--- src/rtl/cfg_arb_pkg.sv ---
// Shared definitions for the configuration-bus arbiter: FSM state encoding
// and default bus geometry / timeout.
package cfg_arb_pkg;

  typedef enum logic {
    IDLE = 1'b0,
    BUSY = 1'b1
  } arb_state_e;

  localparam int ADDR_W_DEF  = 3;
  localparam int DATA_W_DEF  = 8;
  localparam int TIMEOUT_DEF = 16;

endpackage

--- src/rtl/cfg_rr_pick.sv ---
// Two-way round-robin selector: a lone requester wins outright, a tie goes
// to the requester named by ptr.
module cfg_rr_pick (
  input  logic v0,
  input  logic v1,
  input  logic ptr,
  output logic sel,
  output logic any
);

  assign any = v0 | v1;
  assign sel = (v0 & v1) ? ptr : v1;

endmodule

--- src/rtl/cfg_bus_arbiter.sv ---
// Arbitrates two config-write requesters onto a single registered config bus
// with ready/valid handshake and a bounded wait before a write is dropped.
module cfg_bus_arbiter
  import cfg_arb_pkg::*;
#(
  parameter int ADDR_W  = ADDR_W_DEF,
  parameter int DATA_W  = DATA_W_DEF,
  parameter int TIMEOUT = TIMEOUT_DEF
) (
  input  logic              clk,
  input  logic              rst,
  input  logic              s0_valid,
  input  logic [ADDR_W-1:0] s0_addr,
  input  logic [DATA_W-1:0] s0_data,
  output logic              s0_ready,
  input  logic              s1_valid,
  input  logic [ADDR_W-1:0] s1_addr,
  input  logic [DATA_W-1:0] s1_data,
  output logic              s1_ready,
  output logic [ADDR_W-1:0] c_addr,
  output logic [DATA_W-1:0] c_data,
  output logic              c_valid,
  input  logic              c_ready,
  output logic              busy,
  output logic              grant_src,
  output logic              timeout_err
);

  localparam logic [7:0] CNT_LAST = 8'(TIMEOUT - 1);

  arb_state_e        state_q, state_d;
  logic [7:0]        cnt_q, cnt_d;
  logic              ptr_q, ptr_d;
  logic              c_valid_d, grant_d, terr_d;
  logic [ADDR_W-1:0] c_addr_d;
  logic [DATA_W-1:0] c_data_d;
  logic              pick_sel, pick_any;

  cfg_rr_pick u_pick (
    .v0  (s0_valid),
    .v1  (s1_valid),
    .ptr (ptr_q),
    .sel (pick_sel),
    .any (pick_any)
  );

  assign busy = (state_q == BUSY);

  always_comb begin
    state_d   = state_q;
    cnt_d     = cnt_q;
    ptr_d     = ptr_q;
    c_valid_d = c_valid;
    c_addr_d  = c_addr;
    c_data_d  = c_data;
    grant_d   = grant_src;
    terr_d    = 1'b0;
    s0_ready  = 1'b0;
    s1_ready  = 1'b0;
    case (state_q)
      IDLE: begin
        // Ready implies the selected requester is valid, so asserting ready
        // is itself the accept.
        if (pick_any && !rst) begin
          s0_ready  = ~pick_sel;
          s1_ready  = pick_sel;
          c_addr_d  = pick_sel ? s1_addr : s0_addr;
          c_data_d  = pick_sel ? s1_data : s0_data;
          c_valid_d = 1'b1;
          grant_d   = pick_sel;
          ptr_d     = ~pick_sel;
          cnt_d     = 8'd0;
          state_d   = BUSY;
        end
      end
      BUSY: begin
        if (c_ready) begin
          c_valid_d = 1'b0;
          state_d   = IDLE;
        end else if (cnt_q == CNT_LAST) begin
          c_valid_d = 1'b0;
          terr_d    = 1'b1;
          state_d   = IDLE;
        end else begin
          cnt_d = cnt_q + 8'd1;
        end
      end
      default: state_d = IDLE;
    endcase
  end

  always_ff @(posedge clk) begin
    if (rst) begin
      state_q     <= IDLE;
      cnt_q       <= 8'd0;
      ptr_q       <= 1'b0;
      c_valid     <= 1'b0;
      c_addr      <= '0;
      c_data      <= '0;
      grant_src   <= 1'b0;
      timeout_err <= 1'b0;
    end else begin
      state_q     <= state_d;
      cnt_q       <= cnt_d;
      ptr_q       <= ptr_d;
      c_valid     <= c_valid_d;
      c_addr      <= c_addr_d;
      c_data      <= c_data_d;
      grant_src   <= grant_d;
      timeout_err <= terr_d;
    end
  end

endmodule

--- config.mk ---
export PLATFORM = sky130hd
export DESIGN_NAME = cfg_bus_arbiter
export DESIGN_NICKNAME = d
export VERILOG_FILES = /design/src/rtl/cfg_arb_pkg.sv /design/src/rtl/cfg_rr_pick.sv /design/src/rtl/cfg_bus_arbiter.sv
export SDC_FILE = /design/constraint.sdc
export NUM_CORES = 1
export LEC_CHECK = 0
export ABC_AREA = 1
export CAP_MARGIN = 40
export CORE_MARGIN = 4
export CORE_UTILIZATION = 47
export DETAILED_ROUTE_END_ITERATION = 10
export GPL_ROUTABILITY_DRIVEN = 0
export PLACE_DENSITY = 0.91
export SYNTH_ARGS = -nofsm -noshare
export SYNTH_HDL_FRONTEND = slang
export SYNTH_SLANG_ARGS = --single-unit
export TNS_END_PERCENT = 30
--- constraint.sdc ---
create_clock -name clk -period 3.7 [get_ports clk]
set_input_delay 1.11 -clock clk [delete_from_list [all_inputs] [get_ports clk]]
set_output_delay 1.11 -clock clk [all_outputs]
set_load 0.05 [all_outputs]
# Word-level counts from Yosys, hierarchy flattened
# Index checks and enable logic that the tools add are counted.
word_totals:
  ff_bits: 24
  inputBits: 27
  out_inout_bits: 17
  elab_cells: 44
classes:
  n_addsub: 1
  n_eq_ne: 5
  muxes: 20
  bitwise_logic: 4
  n_reduce_logical: 6
op_table:
  columns: ["operator", "n"]
  rows:
  - ["$mux 8", 4]
  - ["$pmux 8 s2", 1]
  - ["$mux 1", 12]
  - ["$add 8x1->8 const B", 1]
  - ["$eq 8x4->1 const B", 1]
  - ["$ne 2x2->1 const B", 3]
  - ["$pmux 1 s2", 2]
  - ["$reduce_and 2->1", 2]
  - ["$mux 3", 1]
  - ["$ne 3x2->1 const B", 1]
  - ["$reduce_and 3->1", 1]
  - ["$reduce_or 3->1", 1]
  - ["$not 1->1", 2]
  - ["$and 1x1->1", 1]
  - ["$logic_and 1x1->1", 1]
  - ["$logic_not 1->1", 1]
  - ["$or 1x1->1", 1]

# Longest topological paths before layout
depth:
  depth_word: 5
  mapped_depth: 7
  ltp_nobuf: 7

# By module
# A second synthesis with hierarchy kept.
hier_totals:
  cells_unflattened: 163
  area_unflattened_um2: 1169.9
by_module_without_submodules:
  columns: ["mod", "n_inst", "cells_per_inst", "area_per_inst_um2", "seq_area_each_um2"]
  rows:
  - ["cfg_bus_arbiter", 1, 158, 1147.4, 480.5]
  - ["cfg_rr_pick", 1, 5, 22.5, 0.0]

# Worst setup path after synthesis
# No wires, ideal clock.
synth_path:
  path_type: "in2out"
  start: "input rst"
  end: "output s1_ready"
  arrival_time_ns: 1.999
  required_ns: 2.590
  slack_ns: 0.591
  stages: 4
  n_path_buf: 1
  path_cell_list: "buf_6 nor3_4 inv_2 nor2_2"
synth_between:
  elab_chain_len: 4
synth_lines:
  columns: ["item", "line", "source"]
  rows:
  - ["start: declaration", "cfg_bus_arbiter.sv:11", "input logic rst,"]
  - ["$logic_not 1->1", "cfg_bus_arbiter.sv:64", "if (pick_any && !rst) begin"]
  - ["$logic_and 1x1->1", "cfg_bus_arbiter.sv:64", null]
  - ["$mux 1", "cfg_bus_arbiter.sv:64", null]
  - ["$mux 1", "cfg_bus_arbiter.sv:60", "case (state_q)"]
  - ["end: declaration", "cfg_bus_arbiter.sv:19", "output logic s1_ready,"]
# Every way passes these cells.

# Worst setup path after layout
layout_path:
  start: "input s1_valid"
  end: "output s1_ready"
layout_between:
  elab_chain_len: 4
  word_cells_on_any_way: 6
  cone_classes: "mux (3); bitwise (2); reduce/logical (1)"
layout_lines:
  columns: ["item", "line", "source"]
  rows:
  - ["start: declaration", "cfg_bus_arbiter.sv:16", "input logic s1_valid,"]
  - ["$and 1x1->1 / $or 1x1->1 (equally long branches)", "cfg_rr_pick.sv:12, cfg_rr_pick.sv:11", null]
  - ["$mux 1 / $logic_and 1x1->1 (equally long branches)", "cfg_rr_pick.sv:12, cfg_bus_arbiter.sv:64", null]
  - ["$mux 1 (*)", "cfg_bus_arbiter.sv:64", null]
  - ["$mux 1 (*)", "cfg_bus_arbiter.sv:60", null]
# Mark *: on every way between the ends. The rest lies on a longest branch, timed or not.

==> run_results.csv <==
group,metric,value,unit
logic_synthesis,yosysWarningCount,0,
logic_synthesis,yosysSeqAreaShare,39.6,%
finish,fin_cells,255,
power_and_ir_drop,cellPowerDensity,373,nW/µm²
sta,setup_ws,0.300,ns
clocking,cts_root_buffer,"clkbuf_4",
clocking,clkSinkCount,24,
clocking,htreeDepth,1,
logic_synthesis,syn_inst,179,
detailed_routing,drtPass1Iterations,4,
placed_design,portBuffers,43,
clocking,postCtsHoldBufs,0,
logic_synthesis,ys_types,23,
detailed_routing,drc_errors,0,
finish,fin_area,1740,µm²
power_and_ir_drop,p_leak,0.721,nW
detailed_routing,wire_per_inst,11.1,µm
finish,antenna-diode-count,0,
logic_synthesis,ys_seq_elements,24,
clocking,cts_resized,0,
floorplanning,die_w,58.8,µm
grt,grt_max_degree,17,
flow_run,max_cap_violations,0,
grt,grt_first_pass_wirelength,4.62,mm
setup_path,worstPathArrival,2.29,ns
detailed_routing,drt_iter0_markers,21,
sta,relSlewSlack,64.0,%
setup_path,startpoint_type,"input pin",
grt,antenna_found_initial,0,
clocking,clk_path_buf_depth,2,
placed_design,dp_hpwl,2.19,mm
placed_design,numPlacedInstances,251,
sta,holdWs,0.474,ns
hold_path,hold_start,"c_data[0]$_SDFFE_PP0P_",
setup_path,cp_data_required_time,2.59,ns
setup_path,regToRegSetupSlack,2.23,ns
finish,drive_gt1_share,10.7,%
placed_design,pre_cts_ws,0.291,ns
grt,grt_overflow,0,
logic_synthesis,syn_avg_cell_area,6.77,µm²
logic_synthesis,synthesis.area,1210,µm²
clocking,clk_pin_slew,0.13,ns
setup_path,setup.worst_path.start,"s1_valid",
sta,hold_viol,0,
floorplanning,die_area,3460,µm²
grt,grt_pass1_vias,1104,
sta,rsz0062_at_grt,"no",
setup_path,crit_fanout,3,
hold_path,holdPathStages,2,
setup_path,r2r_start,"busy$_SDFF_PP0_",
floorplanning,boundaryPins,44,
setup_path,path_class,"in2out",
detailed_routing,drt_wl_total,2.84,mm
power_and_ir_drop,vdd_drop_max,0.423,mV
sta,max_freq,294,MHz
detailed_routing,vias,1268,
floorplanning,num_rows,18,
detailed_routing,detail-route-antenna-nets,0,
sta,drv_slew,0,
setup_path,r2r-end,"cnt_q[3]$_SDFFE_PP0P_",
floorplanning,die_h,58.8,µm
hold_path,min_path_type,"reg2reg",
detailed_routing,vias_per_cell,4.97,
floorplanning,core_area,2480,µm²
clocking,cts_tree,"done",
sta,finalSetupTns,0,ns
setup_path,cp-end-kind,"primary output",
logic_synthesis,syn-num-nets,207,
setup_path,critical_path.endpoint,"s1_ready",
finish,area_growth_syn_to_layout,43.3,%
sta,worst_pin_slew,0.538,ns
grt,grt_usage,17.3,%
clocking,cts_buffers,3,
sta,fin_crit,3.40,ns
clocking,clk_latency,0.31,ns
finish,final_nets,254,
sta,finalCritPeriodShare,91.9,%
floorplanning,start_util,48.9,%
placed_design,dpl-instance-area,1690,µm²
setup_path,reg2reg_depth,5,
sta,skew,0.00238,ns
sta,final-setup-viol-count,0,
clocking,post-cts-setup-buffers,0,
outcome,outcome,"finished clean",
## synthesized netlist by cell type
| library cell | count | area, µm² |
|---|---|---|
| nor2_1 | 17 | 63.8 |
| nand3_1 | 10 | 50.1 |
| nor2_2 | 3 | 18.8 |
| nand2_1 | 73 | 274 |
| buf_6 | 3 | 33.8 |
| inv_2 | 3 | 11.3 |
| o21bai_1 | 1 | 7.51 |
| nor3_4 | 1 | 16.3 |
| inv_1 | 12 | 45.0 |
| a22oi_2 | 1 | 12.5 |
| o21ai_0 | 6 | 30.0 |
| a21oi_1 | 13 | 65.1 |
| buf_4 | 1 | 7.51 |
| o21ai_4 | 1 | 16.3 |
| ha_1 | 1 | 12.5 |
| nand3_2 | 1 | 10.0 |
| clkbuf_1 | 1 | 3.75 |
| dfxtp_1 | 24 | 480 |
| o21ai_1 | 1 | 5.00 |
| nand2_2 | 3 | 18.8 |
| nor3_1 | 1 | 5.00 |
| nand4_1 | 1 | 6.26 |
| o21bai_4 | 1 | 18.8 |
## power by group
part,switching (mW),leakage [nW],internal (mW),total [mW]
registers,0.0109,0.196,0.274,0.285
logic,0.101,0.496,0.0730,0.174
clock network,0.0801,0.0279,0.110,0.190
## cell families (layout without fill, tap and decap cells)
logic type,after synthesis,after routing,synth area share (%)
AO/OA/AOI/OAI,24,24,12.8
buffers and inverters,20,66,8.36
flip-flops,24,24,39.6
adder cells (fa/ha/maj),1,1,1.03
AND/OR/NAND/NOR,110,110,38.2
## state kept, by name, summed over array words and instances, names as in the netlist
name         flops
c_data           8
ptr_q            1
busy             1
grant_src        1
c_addr           3
timeout_err      1
c_valid          1
cnt_q            8
## worst min-delay path by stage
stage | to
after floorplan | ptr_q$_SDFFE_PP0P_
after global placement | grant_src$_SDFFE_PP0P_
after global routing | c_data[2]$_SDFFE_PP0P_
final | c_data[0]$_SDFFE_PP0P_
after detailed placement | c_data[7]$_SDFFE_PP0P_
after CTS | c_data[4]$_SDFFE_PP0P_
## metrics by stage
step | power (mW) | util, %
final | 0.648 | 70.2
after global routing | 0.678 | 70.2
after CTS | 0.654 | 70.2
after detailed placement | 0.464 | 68.0
after global placement | 0.462 | 68.0
after floorplan | 0.395 | -
## placed cells by master (no fill, tap or decap), types with 4 or more instances in the layout
cell	instances
nand2_1	73
a21oi_1	13
buf_4	4
inv_1	12
nand3_1	10
dfxtp_1	24
clkdlybuf4s50_1	41
nor2_1	17
o21ai_0	6
## final cells by class
type	count	area, µm²
Timing Repair Buffer	47	480
Inverter	15	56.3
Clock inverter	1	30.0
Multi-Input combinational cell	135	631
Fill cell	189	739
Tap cell	30	37.5
Clock buffer	3	22.5
Sequential cell	24	480
## worst max-delay path: stages
cell and delay [ns]:
clkdlybuf4s50_1 0.53, nor2_2 0.07, nor3_4 0.18, inv_2 0.06
nor2_2 0.17, buf_12 0.16
## routing by layer
layer  wire length [µm]  vias to the layer above  GRT usage [%]
met4                 19                        0           5.18
li1                   -                      656              -
met1               1240                      566           19.6
met2               1350                       42           29.2
met3                241                        4           7.46
met5                  0                        -              0
Note: power is estimated with default switching activity, not from simulation.
